[src/rtl/dmem_arb_pkg.sv]
// Shared types and constants for the two-port data-memory arbiter.
package dmem_arb_pkg;

    typedef enum logic [1:0] {
        ST_IDLE    = 2'd0,
        ST_ACCESS  = 2'd1,
        ST_RD_WAIT = 2'd2
    } arb_state_e;

    localparam int PORT0 = 0;
    localparam int PORT1 = 1;

    localparam int STARVE_MAX_DEF = 8;

endpackage

[src/rtl/dmem_arb_pick.sv]
// Winner selection for the two requesters: starvation override first,
// then the tie-break pointer when both ports request.
module dmem_arb_pick
    import dmem_arb_pkg::*;
(
    input  logic [1:0] req,
    input  logic       pointer,
    input  logic       starve,
    output logic [1:0] winner
);

    always_comb begin
        winner = 2'b00;
        if (starve && req[PORT1]) begin
            winner = 2'b10;
        end else if (req == 2'b11) begin
            winner = pointer ? 2'b10 : 2'b01;
        end else begin
            winner = req;
        end
    end

endmodule

[src/rtl/dmem_arbiter.sv]
// Two-port data-memory arbiter: pipeline MEM stage (port 0) and loader/DMA (port 1).
// Define DMEM_ARB_RR_EN for round-robin; otherwise port 0 has fixed priority with a p1 starvation guard.
module dmem_arbiter
    import dmem_arb_pkg::*;
#(
    parameter int ADDR_W     = 32,
    parameter int DATA_W     = 32,
    parameter int STARVE_MAX = STARVE_MAX_DEF
) (
    input  logic              clk_50,
    input  logic              rst,
    input  logic              p0_req,
    input  logic              p0_we,
    input  logic [ADDR_W-1:0] p0_addr,
    input  logic [DATA_W-1:0] p0_wdata,
    output logic              p0_gnt,
    output logic              p0_rvalid,
    output logic [DATA_W-1:0] p0_rdata,
    input  logic              p1_req,
    input  logic              p1_we,
    input  logic [ADDR_W-1:0] p1_addr,
    input  logic [DATA_W-1:0] p1_wdata,
    output logic              p1_gnt,
    output logic              p1_rvalid,
    output logic [DATA_W-1:0] p1_rdata,
    output logic              mem_read,
    output logic              mem_write,
    output logic [ADDR_W-1:0] mem_addr,
    output logic [DATA_W-1:0] mem_wd,
    input  logic [DATA_W-1:0] mem_rd,
    output logic              busy
);

    localparam logic [ADDR_W-1:0] ALIGN_MASK = ~ADDR_W'(3);

    arb_state_e        r_state;
    arb_state_e        w_state_nxt;
    logic              r_we;
    logic [ADDR_W-1:0] r_addr;
    logic [DATA_W-1:0] r_wdata;
    logic              r_sel;
    logic [DATA_W-1:0] r_rdata0;
    logic [DATA_W-1:0] r_rdata1;
    logic              r_rvalid0;
    logic              r_rvalid1;
    logic [1:0]        w_req;
    logic [1:0]        w_winner;
    logic [1:0]        w_gnt;
    logic              w_pointer;
    logic              w_starve;
    logic              w_capture;

    assign w_req = {p1_req, p0_req};

    dmem_arb_pick u_pick (
        .req     (w_req),
        .pointer (w_pointer),
        .starve  (w_starve),
        .winner  (w_winner)
    );

    // Grant is combinational from req; gating with rst keeps it low while reset is held.
    always_comb begin
        w_state_nxt = r_state;
        w_gnt       = 2'b00;
        w_capture   = 1'b0;
        mem_read    = 1'b0;
        mem_write   = 1'b0;
        case (r_state)
            ST_IDLE: begin
                if (rst && (w_winner != 2'b00)) begin
                    w_gnt       = w_winner;
                    w_state_nxt = ST_ACCESS;
                end
            end
            ST_ACCESS: begin
                mem_read    = ~r_we;
                mem_write   = r_we;
                w_state_nxt = r_we ? ST_IDLE : ST_RD_WAIT;
            end
            ST_RD_WAIT: begin
                w_capture   = 1'b1;
                w_state_nxt = ST_IDLE;
            end
            default: w_state_nxt = ST_IDLE;
        endcase
    end

    always_ff @(posedge clk_50 or negedge rst) begin
        if (!rst) begin
            r_state <= ST_IDLE;
        end else begin
            r_state <= w_state_nxt;
        end
    end

    always_ff @(posedge clk_50 or negedge rst) begin
        if (!rst) begin
            r_sel   <= 1'b0;
            r_we    <= 1'b0;
            r_addr  <= '0;
            r_wdata <= '0;
        end else if (w_gnt != 2'b00) begin
            r_sel   <= w_gnt[PORT1];
            r_we    <= w_gnt[PORT1] ? p1_we : p0_we;
            r_addr  <= (w_gnt[PORT1] ? p1_addr : p0_addr) & ALIGN_MASK;
            r_wdata <= w_gnt[PORT1] ? p1_wdata : p0_wdata;
        end
    end

    // mem_rd is only looked at in RD_WAIT, so undriven bus values never land in rdata.
    always_ff @(posedge clk_50 or negedge rst) begin
        if (!rst) begin
            r_rdata0  <= '0;
            r_rdata1  <= '0;
            r_rvalid0 <= 1'b0;
            r_rvalid1 <= 1'b0;
        end else begin
            r_rvalid0 <= w_capture && !r_sel;
            r_rvalid1 <= w_capture && r_sel;
            if (w_capture && !r_sel) begin
                r_rdata0 <= mem_rd;
            end
            if (w_capture && r_sel) begin
                r_rdata1 <= mem_rd;
            end
        end
    end

`ifdef DMEM_ARB_RR_EN
    logic r_pointer;

    // Pointer names the port that wins the next tie: the one not granted last.
    always_ff @(posedge clk_50 or negedge rst) begin
        if (!rst) begin
            r_pointer <= 1'b0;
        end else if (w_gnt != 2'b00) begin
            r_pointer <= ~w_gnt[PORT1];
        end
    end

    assign w_pointer = r_pointer;
    assign w_starve  = 1'b0;
`else
    localparam int CNT_W = $clog2(STARVE_MAX + 1);

    logic [CNT_W-1:0] r_starve_cnt;

    always_ff @(posedge clk_50 or negedge rst) begin
        if (!rst) begin
            r_starve_cnt <= '0;
        end else if (w_gnt[PORT1]) begin
            r_starve_cnt <= '0;
        end else if (w_gnt[PORT0] && p1_req) begin
            r_starve_cnt <= r_starve_cnt + CNT_W'(1);
        end
    end

    assign w_pointer = 1'b0;
    assign w_starve  = (r_starve_cnt == CNT_W'(STARVE_MAX));
`endif

    assign p0_gnt    = w_gnt[PORT0];
    assign p1_gnt    = w_gnt[PORT1];
    assign p0_rvalid = r_rvalid0;
    assign p1_rvalid = r_rvalid1;
    assign p0_rdata  = r_rdata0;
    assign p1_rdata  = r_rdata1;
    assign mem_addr  = r_addr;
    assign mem_wd    = r_wdata;
    assign busy      = (r_state != ST_IDLE);

endmodule

[config.mk]
export PLATFORM = sky130hd
export DESIGN_NAME = dmem_arbiter
export DESIGN_NICKNAME = d
export VERILOG_FILES = /design/src/rtl/dmem_arb_pkg.sv /design/src/rtl/dmem_arb_pick.sv /design/src/rtl/dmem_arbiter.sv
export SDC_FILE = /design/constraint.sdc
export NUM_CORES = 1
export LEC_CHECK = 0
export CAP_MARGIN = 20
export CORE_MARGIN = 2
export CORE_UTILIZATION = 41
export DETAILED_ROUTE_END_ITERATION = 10
export PLACE_DENSITY_LB_ADDON = 0.08
export SYNTH_ARGS = -nofsm -noshare
export SYNTH_HDL_FRONTEND = slang
export SYNTH_SLANG_ARGS = --single-unit
[constraint.sdc]
create_clock -name clk_50 -period 2.1 [get_ports clk_50]
set_input_delay 0.63 -clock clk_50 [delete_from_list [all_inputs] [get_ports clk_50]]
set_output_delay 0.63 -clock clk_50 [all_outputs]
set_load 0.05 [all_outputs]
==> metrics <==
status finished, violations left; failing checks setup timing; mapped cell area 6070 µm²; Max-Cap Viols 0; DIE HEIGHT about 130 µm; cell count after synthesis between 400 and 500; CTS tree yes; # port buffers around 300; antenna-violating nets left 0; clock skew between 0.007 and 0.008 ns; Startpoint Class flip-flop; slowest stage delay, CP ~0.4 ns; top-count cell post-synth dfrtp_1; routability cong. about 0.82; Critical Path End Type output pin; fin crit period between 2 and 2.5 ns; first-pass GRT wire length between 30 and 40 mm; CP Cell Sequence inv_2 > ha_4 > nand4b_1 > a211oi_4 > buf_12; static leakage ~4 nW; Wirelength per Cell ~21 µm; CP max stage cell dfrtp_1; CTS max path bufs 2; critical path buffer and inverter count 2; DR vias 5,513; Final nets 941; DRT iter0 DRCs 297; clk slew on worst S/H paths 0.06 ns; crit share post-route 1.12; share of flip-flops with an asynchronous set or reset 1.00; Max-slew headroom 0.502; synth warn 0; P per Cell Area 1460 nW/µm²; post-synth top area cell dfrtp_1; H-tree depth 4; FF/Latch Area roughly 3400 µm²; Yosys top cell area share 0.560; CTS root buf clkbuf_16; post-route cell area approximately 9700 µm²; number of global-route vias before repair 5,896; Num Clock Sinks between 100 and 150; Critical Path RT about 1.5 ns; RSZ-0062 raised after global routing yes; Antenna diodes 0; fill count approximately 1,100; hold buffers post-CTS 0; Final Setup Violations 2; Seq/Total Area, Yosys 0.560; Fin. Hold Viols 0; Via density 5.69; setup TNS -0.485 ns; largest net degree at the start of global routing between 100 and 150; final wirelength between 15 and 20 mm; kind of critical path reg -> out; Tot GR Track Use 0.253; worst min path class in -> async; Mean Syn Cell Area 12.6 µm²; Residual DRC 0; Worst VDD drop 1.18 mV; die width roughly 130 µm; Critical Path AT 1.73 ns; HPWL Detailed about 14 mm; latest clock arrival within the worst-skew pair roughly 0.4 ns; synth top area cells dfrtp_1 56%, mux2_2 12%, a311oi_1 9.1%, a2bb2oi_1 8.9%, o21ai_0 4.5%; actual slew at the worst max-slew pin between 0.7 and 0.8 ns; CTS buffer count 17; FF+latch count, synth about 140; Layout area overhead 59.2%; total die area 15,800 µm²; Final Max Slew Viols 0; Initial Utilization 0.419; I/O pin cnt between 300 and 400; first-pass detailed-route iteration total 4; Fmax ~420 MHz; post-layout util 0.668; critical path peak fanout 3; CP delay by family, top flip-flops; Post-synth EDFFs 0; initial antenna violation count 0; most frequent cells after synthesis 136 x dfrtp_1, 65 x mux2_2, 63 x a311oi_1; # rows 44; placed inst area ~9000 µm²; Core Region around 14,000 µm²; GRT overflow 0; Setup WS post-layout -0.261 ns; layout cell share with drive strength beyond 1 0.358; Top FF cell, synth dfrtp_1; Cell variety after synth 32; area of the multi-input gates 2440 µm²
## worst paths after layout
check / startpoint / to / slack (ns) / cells past startpoint
max: r_starve_cnt[1]$_DFFE_PN0P_ / p1_gnt / -0.26 / 5
min: rst / r_starve_cnt[3]$_DFFE_PN0P_ / 0.40 / 3
max reg2reg: r_starve_cnt[1]$_DFFE_PN0P_ / mem_addr[23]$_DFFE_PN0P_ / 0.10 / 9
min reg2reg: r_we$_DFFE_PN0P_ / r_state[1]$_DFFE_PN0P_ / 0.50 / 1
max in group asynchronous: rst / mem_addr[14]$_DFFE_PN0P_ / 1.10 / 3
min in group clk_50: r_we$_DFFE_PN0P_ / r_state[1]$_DFFE_PN0P_ / 0.50 / 1
## cell usage in the layout (no fill, tap or decap), drive strengths merged, types with 3 or more instances in the layout
cell type | Yosys | routed
a2bb2oi | 63 | 63
a311oi | 63 | 63
buf | 28 | 168
clkbuf | 28 | 19
clkdlybuf4s50 | 0 | 158
clkinv | 0 | 8
clkinvlp | 0 | 3
dfrtp | 136 | 136
inv | 5 | 5
mux2 | 65 | 65
nor2 | 4 | 4
nor3b | 3 | 3
o21ai | 66 | 66
## per-stage QoR
stage          hold WS (ns)  instances  setup WS, ns  power, W
5_1_grt               0.485        969        -0.327    0.0147
2_1_floorplan         0.334        482        -0.197   0.00881
3_5_place_dp          0.483        930        -0.448    0.0113
6_report              0.398        969        -0.261    0.0141
3_3_place_gp          0.475        930        -0.391    0.0112
4_1_cts               0.478        968        -0.229    0.0142
## worst register-to-register path, cell delays in order (launching register included)
cell and delay, ns:
dfrtp_1 0.40, inv_2 0.08, ha_4 0.13, nand4b_1 0.20, buf_4 0.22, buf_4 0.12
buf_4 0.12, buf_4 0.18, a311oi_1 0.32, a2bb2oi_1 0.10
## flip-flops by register name (all words and copies together) (netlist names)
name	flops
r_state	2
p0_rdata	32
mem_wd	32
mem_addr	30
p1_rvalid	1
p0_rvalid	1
r_sel	1
r_starve_cnt	4
r_we	1
p1_rdata	32
## final cells by class
type / instances / area share
tap: 184 / 0.0238
timing repair buffer: 328 / 0.312
clock inverter: 12 / 0.0107
sequential: 136 / 0.352
multi-input combinational: 285 / 0.253
inverter: 5 / 0.00194
clock buffer: 19 / 0.0468
## layer usage
metal / routed length, µm / share of wire / track usage
met5: 0 / 0 / 0
met4: 383 / 0.019 / 0.0895
met3: 1920 / 0.096 / 0.0960
met2: 10000 / 0.50 / 0.426
met1: 7640 / 0.38 / 0.297
## report_power, final
group / total [W] / internal (W) / switching (W)
Combinational: 0.00714 / 0.00249 / 0.00464
Sequential: 0.00418 / 0.00361 / 0.000570
Clock: 0.00278 / 0.00168 / 0.00111
Total: 0.0141 / 0.00778 / 0.00632
## cell families (layout without fill, tap and decap cells)
family	count (synthesis)	after routing	share of synthesized area
other	1	2	0.000618
DFF	136	136	0.560
xor gates and xnor gates	1	1	0.00144
buffers and inverters	61	364	0.0495
muxes	65	65	0.121
and+or+nand+nor	20	20	0.0225
AOI/OAI and AO/OA	195	195	0.241
adders and majority gates	2	2	0.00412
## timing repair
action | CTS | global route
buffers inserted | 7 | 1
pin swaps | 4 | 0
resized for setup | 10 | 5
endpoints found under the setup margin | 5 | 3
No activity file was read; power rests on OpenSTA's default activity.
